===== config.mk =====
export PLATFORM = sky130hd
export DESIGN_NAME = tx_crc_framer
export DESIGN_NICKNAME = d
export VERILOG_FILES = /design/src/rtl/tx_crc_framer.sv
export SDC_FILE = /design/constraint.sdc
export NUM_CORES = 1
export LEC_CHECK = 0
export ABC_AREA = 1
export BUFFER_PORTS_ARGS = -buffer_cell sky130_fd_sc_hd__buf_2
export CAP_MARGIN = 20
export CORE_MARGIN = 1.5
export CORE_UTILIZATION = 55
export CTS_CLUSTER_SIZE = 28
export DETAILED_ROUTE_END_ITERATION = 6
export PLACE_DENSITY = 0.82
export SYNTH_ARGS = -nofsm -noshare
export SYNTH_HDL_FRONTEND = slang
export SYNTH_SLANG_ARGS = --single-unit

===== constraint.sdc =====
create_clock -name clk -period 2.8 [get_ports clk]
set_clock_uncertainty 0.05 [all_clocks]
set_input_delay 0.42 -clock clk [delete_from_list [all_inputs] [get_ports clk]]
set_output_delay 0.42 -clock clk [all_outputs]
set_load 0.005 [all_outputs]

===== src/rtl/tx_crc_framer.sv =====
// -----------------------------------------------------------------------------
// tx_crc_framer
//
// Transmit-side framer that tracks frame boundaries from K-character flags and
// optionally replaces each frame's trailer word with a CRC-32 computed over
// the frame's data words.
//
// Word classes (padding words, k all ones, are transparent to the history):
//   SOF     : k == 1 and the previous two non-padding words had k[0] = 1
//   TRAILER : k == 0, previous non-padding k[0] = 1, the one before it = 0
//   DATA    : k == 0 and not a TRAILER
//   other   : comma / control words, passed through untouched
//
// Ports
//   clk          rising-edge clock
//   rst_n        asynchronous active-low reset
//   d            input data word (DW bits)
//   k            per-byte K flags (BYTES bits)
//   crc_ins_en   1 = replace trailer with CRC, 0 = pass trailer through
//   dout         registered output data
//   kout         registered output K flags
//   tx_crc_r     high on the cycle dout carries an inserted CRC
//   frame_words  data words counted in the current frame (saturating)
//   frame_ovf    sticky: frame grew beyond MAX_FRAME words
//   err_no_sof   one-cycle pulse: trailer seen with no open frame
// -----------------------------------------------------------------------------
module tx_crc_framer #(
  parameter int          BYTES     = 4,            // legal range 4..8
  parameter logic [31:0] CRC_POLY  = 32'h04C11DB7,
  parameter logic [31:0] CRC_INIT  = 32'hFFFFFFFF,
  parameter int          MAX_FRAME = 1024,
  localparam int         DW        = 8 * BYTES
) (
  input  logic             clk,
  input  logic             rst_n,
  input  logic [DW-1:0]    d,
  input  logic [BYTES-1:0] k,
  input  logic             crc_ins_en,
  output logic [DW-1:0]    dout,
  output logic [BYTES-1:0] kout,
  output logic             tx_crc_r,
  output logic [15:0]      frame_words,
  output logic             frame_ovf,
  output logic             err_no_sof
);

  typedef enum logic {S_IDLE, S_OPEN} state_t;

  localparam logic [BYTES-1:0] K_SOF   = BYTES'(1);
  localparam logic [15:0]      MAX_CNT = 16'(MAX_FRAME);

  // MSB-first, non-reflected CRC over a whole word in one step.
  function automatic logic [31:0] crc_step(input logic [31:0] c,
                                           input logic [DW-1:0] data);
    logic [31:0] r;
    logic        fb;
    r = c;
    for (int i = DW - 1; i >= 0; i--) begin
      fb = r[31] ^ data[i];
      r  = {r[30:0], 1'b0};
      if (fb) r = r ^ CRC_POLY;
    end
    return r;
  endfunction

  state_t             state_q;
  logic               kr_q, krr_q;
  logic [31:0]        crc_q, crc_d;
  logic [15:0]        fw_q, fw_d;
  logic               ovf_q;
  logic [DW-1:0]      dout_q;
  logic [BYTES-1:0]   kout_q;
  logic               tx_q;
  logic               err_q;

  logic is_pad, is_sof, is_trl, is_data;

  always_comb begin
    is_pad  = (k == '1);
    // k == 1 and k == 0 can never be all ones, so these already exclude padding.
    is_sof  = (k == K_SOF) && kr_q && krr_q;
    is_trl  = (k == '0) && kr_q && !krr_q;
    is_data = (k == '0) && !is_trl;
    crc_d   = crc_step(crc_q, d);
    fw_d    = (fw_q == 16'hFFFF) ? fw_q : fw_q + 16'd1;
  end

  always_ff @(posedge clk or negedge rst_n) begin
    if (!rst_n) begin
      state_q <= S_IDLE;
      kr_q    <= 1'b0;
      krr_q   <= 1'b0;
      crc_q   <= CRC_INIT;
      fw_q    <= 16'd0;
      ovf_q   <= 1'b0;
      dout_q  <= '0;
      kout_q  <= '0;
      tx_q    <= 1'b0;
      err_q   <= 1'b0;
    end else begin
      dout_q <= d;
      kout_q <= k;
      tx_q   <= 1'b0;
      err_q  <= 1'b0;

      if (!is_pad) begin
        krr_q <= kr_q;
        kr_q  <= k[0];
      end

      // SOF takes priority; the classes are otherwise disjoint by k value.
      if (is_sof) begin
        state_q <= S_OPEN;
        crc_q   <= CRC_INIT;
        fw_q    <= 16'd0;
        ovf_q   <= 1'b0;
      end else if (is_trl) begin
        state_q <= S_IDLE;
        if (state_q == S_IDLE) err_q <= 1'b1;
        if (crc_ins_en) begin
          dout_q <= DW'(crc_q);
          tx_q   <= 1'b1;
        end
      end else if (is_data) begin
        // Words outside a frame still feed the CRC and the counter.
        crc_q <= crc_d;
        fw_q  <= fw_d;
        if (fw_q == MAX_CNT) ovf_q <= 1'b1;
      end
    end
  end

  assign dout        = dout_q;
  assign kout        = kout_q;
  assign tx_crc_r    = tx_q;
  assign frame_words = fw_q;
  assign frame_ovf   = ovf_q;
  assign err_no_sof  = err_q;

endmodule


==> results_dict.tcl, run 1 <==
set metrics [dict create \
    cts_root_buf "clkbuf_16" \
    die_h_um 130.3 \
    endpoint_type "register input" \
    pre_cts_ws_ps -643.5 \
    firstError "[ERROR GRT-0232] Routing congestion too high. Check the congestion heatmap in the GUI." \
    netlist_area_um2 8916 \
    cts_sinks 90 \
    track_usage 0.8388 \
    grt_max_degree 65 \
    dieWidth_um 130.3 \
    status "stopped before the end" \
    haltStage "global routing (5_1_grt)" \
    numCtsBuffers 9 \
    overflow 123 \
    ys_types 49 \
    gp_congestion 1.025 \
    io_pins 94 \
    avgSynthCellArea_um2 6.494 \
    grt-worst-endpoint "crc_q[9]$_DFFE_PN1P_/D" \
    yosysWarnings 0 \
    port_buffers 93 \
    seq_area_frac_synth 0.2571 \
    clk_path_buf_depth 2 \
    ys_ff_latch 90 \
    hpwl_mm 24.09 \
    synth_nets 1414 \
    htreeDepth 3 \
    initial_utilization 0.5613 \
    synthCells 1373 \
    rows 46 \
]
## cell usage after synthesis, drive strengths merged
master	count	area [um^2]
a211oi	1	7.510
a31oi	1	6.260
inv	182	695.7
nand3	133	773.2
o41ai	1	8.760
o21a	1	7.510
xor2	96	908.4
a221oi	2	17.52
ha	2	25.02
or2	10	62.56
o21ai	51	255.3
a21o	2	15.01
nor3	4	20.02
a21oi	17	88.84
o32ai	1	8.760
o21bai	1	7.510
and3	1	6.260
o22ai	6	37.54
nand2	668	3022
nand3b	8	76.32
clkbuf	8	30.03
nand4	6	37.54
nor4	1	6.260
buf	6	52.54
nor2	44	177.7
clkinv	2	7.510
o221a	1	11.26
xnor2	27	251.5
dfrtp	58	1451
dfstp	32	840.8
## kinds of logic after synthesis
logic type                 share of synthesized area
DFF                                           0.2571
adders and majority gates                   0.002806
buffers and inverters                        0.08813
AOI/OAI and AO/OA                            0.05291
xor gates and xnor gates                      0.1301
and+or+nand+nor                               0.4690
## metal layers
layer / overflow / GRT usage
met1: 4 / 0.8185
met2: 61 / 0.9678
met3: 2 / 0.7269
met4: 56 / 0.8830
met5: 0 / 0.4471
## what timing repair did
action / in CTS
setup buffers: 44
setup endpoints to repair: 32
resized for setup: 293
cloned: 1
hold endpoints to repair: 25
pin swaps: 142
hold buffers: 1
## through the flow
step | util | instance area [um^2] | instances
4_1_cts | 0.8121 | 12900 | 1904
3_3_place_gp | 0.6892 | 10950 | 1842
3_5_place_dp | 0.6892 | 10950 | 1842
2_1_floorplan | - | 8916 | 1373
==> inputs of run 2 (changes only) <==
--- a/config.mk
+++ b/config.mk
@@ -9,10 +9,9 @@
 export BUFFER_PORTS_ARGS = -buffer_cell sky130_fd_sc_hd__buf_2
 export CAP_MARGIN = 20
 export CORE_MARGIN = 1.5
-export CORE_UTILIZATION = 55
-export CTS_CLUSTER_SIZE = 28
+export CORE_UTILIZATION = 40
 export DETAILED_ROUTE_END_ITERATION = 6
-export PLACE_DENSITY = 0.82
+export PLACE_DENSITY_LB_ADDON = 0.15
 export SYNTH_ARGS = -nofsm -noshare
 export SYNTH_HDL_FRONTEND = slang
 export SYNTH_SLANG_ARGS = --single-unit
==> constraint.sdc (replaced) <==
create_clock -name clk -period 3.6 [get_ports clk]
set_clock_uncertainty 0.05 [all_clocks]
set_input_delay 0.54 -clock clk [delete_from_list [all_inputs] [get_ports clk]]
set_output_delay 0.54 -clock clk [all_outputs]
set_load 0.005 [all_outputs]
==> results_dict.tcl, run 2 <==
set metrics [dict create \
    status "complete, no violations" \
    port_buffers 93 \
    max_slew.worst_pin.slew_ps 966.8 \
    start_kind "flop" \
    synth_top_area_frac 0.2315 \
    io_pins 94 \
    overflow 0 \
    cp_top_family "simple AND/OR/NAND/NOR gates" \
    synthFlopType "dfrtp_1" \
    htreeDepth 3 \
    grt_pass1_vias 8350 \
    area_growth_pct 20.77 \
    hold_path_class "primary input to asynchronous set/reset pin" \
    dieWidth_um 152.3 \
    slowest_stage "dfstp_2" \
    synthMostInstantiatedCell "nand2_1" \
    yosysTopAreaCell "nand2_1" \
    slew_viol_final 0 \
    arrival_ps 3670 \
    ys_async_sr_fraction 1.000 \
    track_usage 0.2573 \
    rows 54 \
    nets 1574 \
    drcViolationCount 0 \
    path_clk_slew_ps 70 \
    core-area_um2 21820 \
    synth_nets 1414 \
    clk_latency_ps 350 \
    gp_congestion 0.9931 \
    grt_setup_unrepaired "yes" \
    fmax_mhz 291.7 \
    seq_area_frac_synth 0.2571 \
    min_period_ps 3428 \
    avgSynthCellArea_um2 6.494 \
    cts_root_buf "clkbuf_16" \
    num_vias 9038 \
    drt-total-wl_mm 30.02 \
    path_class "flop to flop" \
    ys_types 49 \
    final_common_cell "nand2_1" \
    worstSetupEndpointType "flop" \
    worst_ep_required_time_ps 3840 \
    grt_max_degree 75 \
    drtIter0Drc 597 \
    clk_path_buf_depth 2 \
    fin_crit_sh 0.9523 \
    numCtsBuffers 9 \
    vias_per_cell 4.971 \
    slew_headroom 0.3554 \
    grt_first_pass_wirelength_mm 46.06 \
    yosysWarnings 0 \
    die_h_um 152.3 \
    ys_ff_latch 90 \
    path_cells "inv_2 > nand2_1 > nand2_4 > nand2_1 > nand2_2 > inv_1 > nand2_1 > nand2_4 > nand2_1 > nand2_1 > nand2_1 > nand2_4 > nand2_1 > nand2_2 > buf_4 > xor2_1 > buf_4 > xor2_1 > xnor2_1 > nand3b_1 > nand2_1 > nand2_1 > nand3_1 > nand2_1" \
    cts_sinks 90 \
    dieArea_um2 23200 \
    critical_path_buf_inv_count 4 \
    fin_area_um2 10770 \
    maxCapViolCount 0 \
    dpl_cell_area_um2 10120 \
    synthCells 1373 \
    postRouteAntennaNets 0 \
    crit_path_frequent_cell "nand2_1" \
    hpwl_mm 24.46 \
    netlist_area_um2 8916 \
    cp_max_fo 6 \
    antenna_found_initial 0 \
    hold_violations 0 \
    synth.top_cells.by_count "nand2_1, inv_1, nand3_1" \
    final_cell_mix "nand2_1, inv_1, nand3_1, nand2_2, buf_2" \
    initial_utilization 0.4086 \
    netlist_top_cells_area "nand2_1, dfrtp_1, dfstp_2" \
    cts_tree "done" \
    synth-edff-count 0 \
    drive_gt1_frac 0.2880 \
    num_antenna_cells 0 \
    first_pass_iters 7 \
    avgRoutedWirePerCell_um 16.51 \
    max_stage_delay_ps 590 \
    setup_viol 0 \
]
-- run 2: through the flow --
stage / utilization / setup TNS (ps) / std cells / setup WS (ps) / hold WS (ps)
floorplan: - / 0 / 1373 / 764.9 / 194.4
global placement: 0.4637 / -223.4 / 1790 / -78.18 / 369.1
detailed placement: 0.4637 / -338.2 / 1790 / -90.03 / 366.5
CTS: 0.4778 / 0 / 1806 / 21.84 / 274.1
global route: 0.4934 / -93.82 / 1818 / -29.76 / 272.7
finish: 0.4934 / 0 / 1818 / 171.6 / 281.7
-- run 2: final cells by class --
class | instances | area, um^2
fill | 2241 | 11060
clock buffer | 11 | 232.7
timing repair buffer | 162 | 1011
tap | 280 | 350.3
inverter | 184 | 708.2
multi-input combinational | 1086 | 6110
sequential | 90 | 2292
clock inverter | 5 | 63.81
-- run 2: path summary, 6_finish.rpt --
path / startpoint / slack (ps) / cells past startpoint / end
min in group clk: k[2] / 280 / 1 / kout[2]
max: crc_q[27] / 170 / 24 / crc_q[16]
min reg2reg: state_q / 380 / 1 / err_no_sof
max reg2reg: crc_q[27] / 170 / 24 / crc_q[16]
min: rst_n / 280 / 1 / dout[18]
max in group asynchronous: rst_n / 2330 / 2 / crc_q[14]
-- run 2: worst reg2reg max path: cells and delay by family, from the launching register on --
family | cells | cell delay (ps)
buffers and inverters | 4 | 460
flip-flops | 1 | 590
AND/OR/NAND/NOR | 17 | 1630
XOR/XNOR | 3 | 690
-- run 2: repair_timing --
| action | in CTS | in global routing |
|---|---|---|
| buffers inserted | 0 | 11 |
| endpoints found under the setup margin | 1 | 30 |
| resized for setup | 1 | 59 |
| pin swaps | 0 | 15 |
| cloned | 0 | 1 |
| hold buffers | 0 | 0 |
-- run 2: kinds of logic after synthesis --
family	after synthesis	share of synthesized area
AO/OA/AOI/OAI	85	0.05291
flip-flops	90	0.2571
XOR/XNOR	123	0.1301
buffers and inverters	198	0.08813
adder cells (fa/ha/maj)	2	0.002806
AND/OR/NAND/NOR	875	0.4690
-- run 2: routing by layer --
metal	share of wire	vias to the layer above	wire, um	track usage
met1	0.43	4136	12760	0.3249
li1	-	4551	-	-
met4	0.050	0	1507	0.1170
met5	0	-	0	0
met3	0.057	76	1718	0.04039
met2	0.47	275	14030	0.4320
Power of run 2 is not shown: default switching activity piles up to over one toggle a cycle in this logic, so the estimate is an artifact.
==> inputs of run 3 (changes only) <==
--- a/config.mk
+++ b/config.mk
@@ -5,7 +5,6 @@
 export SDC_FILE = /design/constraint.sdc
 export NUM_CORES = 1
 export LEC_CHECK = 0
-export ABC_AREA = 1
 export BUFFER_PORTS_ARGS = -buffer_cell sky130_fd_sc_hd__buf_2
 export CAP_MARGIN = 20
 export CORE_MARGIN = 1.5
==> results_dict.tcl, run 3 <==
set metrics [dict create \
    yosysTopAreaCell "dfrtp_1" \
    die_h_um 131.8 \
    utilization 0.5864 \
    core-area_um2 16060 \
    num_antenna_cells 0 \
    netlist_top_cells_area "dfrtp_1, xnor2_1, dfstp_2" \
    rows 46 \
    synth.top_cells.by_count "xnor2_1, nand2_1, dfrtp_1" \
    status "complete, but fails checks" \
    cp_max_fo 3 \
    drtIter0Drc 294 \
    first_pass_iters 4 \
    synth-edff-count 0 \
    grt_setup_unrepaired "yes" \
    cts_sinks 90 \
    fin_area_um2 9417 \
    ys_types 36 \
    numCtsBuffers 9 \
    htreeDepth 3 \
    final_cell_mix "buf_4, nand2_1, xnor2_1, buf_2, dfrtp_1" \
    path_class "flop to flop" \
    min_period_ps 3629 \
    worstSetupEndpointType "flop" \
    synth_nets 644 \
    overflow 0 \
    drcViolationCount 0 \
    worst_hold_slack_ps 79.44 \
    setup_viol 2 \
    worst_ep_required_time_ps 3840 \
    gp_congestion 0.9238 \
    arrival_ps 3870 \
    io_pins 94 \
    worst_slack_ps -28.66 \
    slew_headroom 0.5017 \
    grt_first_pass_wirelength_mm 30.89 \
    ys_async_sr_fraction 1.000 \
    synth_top_area_frac 0.2187 \
    place_inst 1028 \
    final_cells 1076 \
    port_buffers 93 \
    netlist_area_um2 6635 \
    cts_root_buf "clkbuf_16" \
    drive_gt1_frac 0.4674 \
    maxCapViolCount 0 \
    nets 896 \
    synthCells 603 \
    fmax_mhz 275.6 \
    slew_viol_final 0 \
    hold_path_class "primary input to asynchronous set/reset pin" \
    synthMostInstantiatedCell "xnor2_1" \
    dieArea_um2 17370 \
    cts_tree "done" \
    failed_checks "setup timing" \
    start_kind "flop" \
    grt_max_degree 35 \
    max_slew.worst_pin.slew_ps 739.7 \
    postRouteAntennaNets 0 \
    track_usage 0.2396 \
    seq_area_frac_synth 0.3455 \
    dieWidth_um 131.8 \
    vias_per_cell 4.771 \
    clk_path_buf_depth 2 \
    clk_latency_ps 360 \
    hold_violations 0 \
    antenna_found_initial 0 \
    synthFlopType "dfrtp_1" \
    yosysWarnings 0 \
    final_common_cell "buf_4" \
    fin_crit_sh 1.008 \
    dpl_cell_area_um2 8318 \
    num_vias 5134 \
    ys_ff_latch 90 \
    path_clk_slew_ps 70 \
    drt-total-wl_mm 20.31 \
    grt_pass1_vias 5165 \
    hpwl_mm 15.84 \
    initial_utilization 0.4132 \
    avgRoutedWirePerCell_um 18.88 \
    cts_hold_buf 0 \
    area_growth_pct 41.92 \
    avgSynthCellArea_um2 11.00 \
]
==> run 3: changes by cell type after synthesis, moves of 18 or more <==
cell	delta
nand2_1	-439
inv_1	-142
nand3_1	-110
xnor2_1	+106
nand2_2	-83
o21ai_0	-40
xnor3_1	+37
xor2_1	-37
inv_2	-33
nand2_4	-30
xnor2_2	+18
==> run 3: cell families after synthesis <==
kind of cell | synth area share
xor gates and xnor gates | 0.4875
and+or+nand+nor | 0.1163
AOI/OAI and AO/OA | 0.03394
muxes | 0.001697
DFF | 0.3455
buffers and inverters | 0.01131
adders and majority gates | 0.003771
==> run 3: final timing paths <==
| path | from | end | slack (ps) | depth (start not counted) |
|---|---|---|---|---|
| min reg2reg | state_q | err_no_sof | 370 | 1 |
| min | rst_n | dout[26] | 80 | 1 |
| max in group asynchronous | rst_n | frame_words[1] | 2640 | 2 |
| min in group clk | k[3] | kout[3] | 290 | 1 |
| max | crc_q[28] | crc_q[11] | -30 | 11 |
| max reg2reg | crc_q[28] | crc_q[11] | -30 | 11 |
==> run 3: repair_timing <==
action | 4_1_cts | 5_1_grt
buffers inserted | 8 | 26
pin swaps | 16 | 43
gates resized for setup | 29 | 59
setup endpoints to repair | 22 | 25
==> run 3: per-layer routing <==
layer,up-vias,routed length (um),global-route usage
met3,22,886,0.03076
li1,2439,-,-
met4,0,500,0.08395
met1,2530,8871,0.3198
met2,143,10050,0.4029
met5,-,0,0
==> run 3: worst max-delay path, cell delays in order (launching register included) <==
cell,delay (ps)
dfstp_2,620
xor2_4,190
xnor3_2,480
buf_6,150
xor2_4,180
buf_6,170
xnor2_2,130
xnor3_2,490
xor3_2,480
xnor2_4,330
xnor2_2,150
o22a_1,130
==> run 3: stage by stage <==
| step | setup TNS (ps) | setup slack, ps |
|---|---|---|
| after floorplan | 0 | 17.46 |
| after global placement | -6607 | -501.5 |
| after detailed placement | -7204 | -533.0 |
| after CTS | -2.694 | -2.694 |
| after global routing | -375.7 | -84.99 |
| final | -32.05 | -28.66 |
==> run 3: area by class of cell <==
cell class,instances,area [um^2]
Fill cell,1404,6641
Multi-Input combinational cell,494,4785
Sequential cell,90,2292
Timing Repair Buffer,257,1748
Tap cell,216,270.3
Clock buffer,9,225.2
Clock inverter,7,85.08
Inverter,3,11.26
Power of run 3 is left out for the same reason.
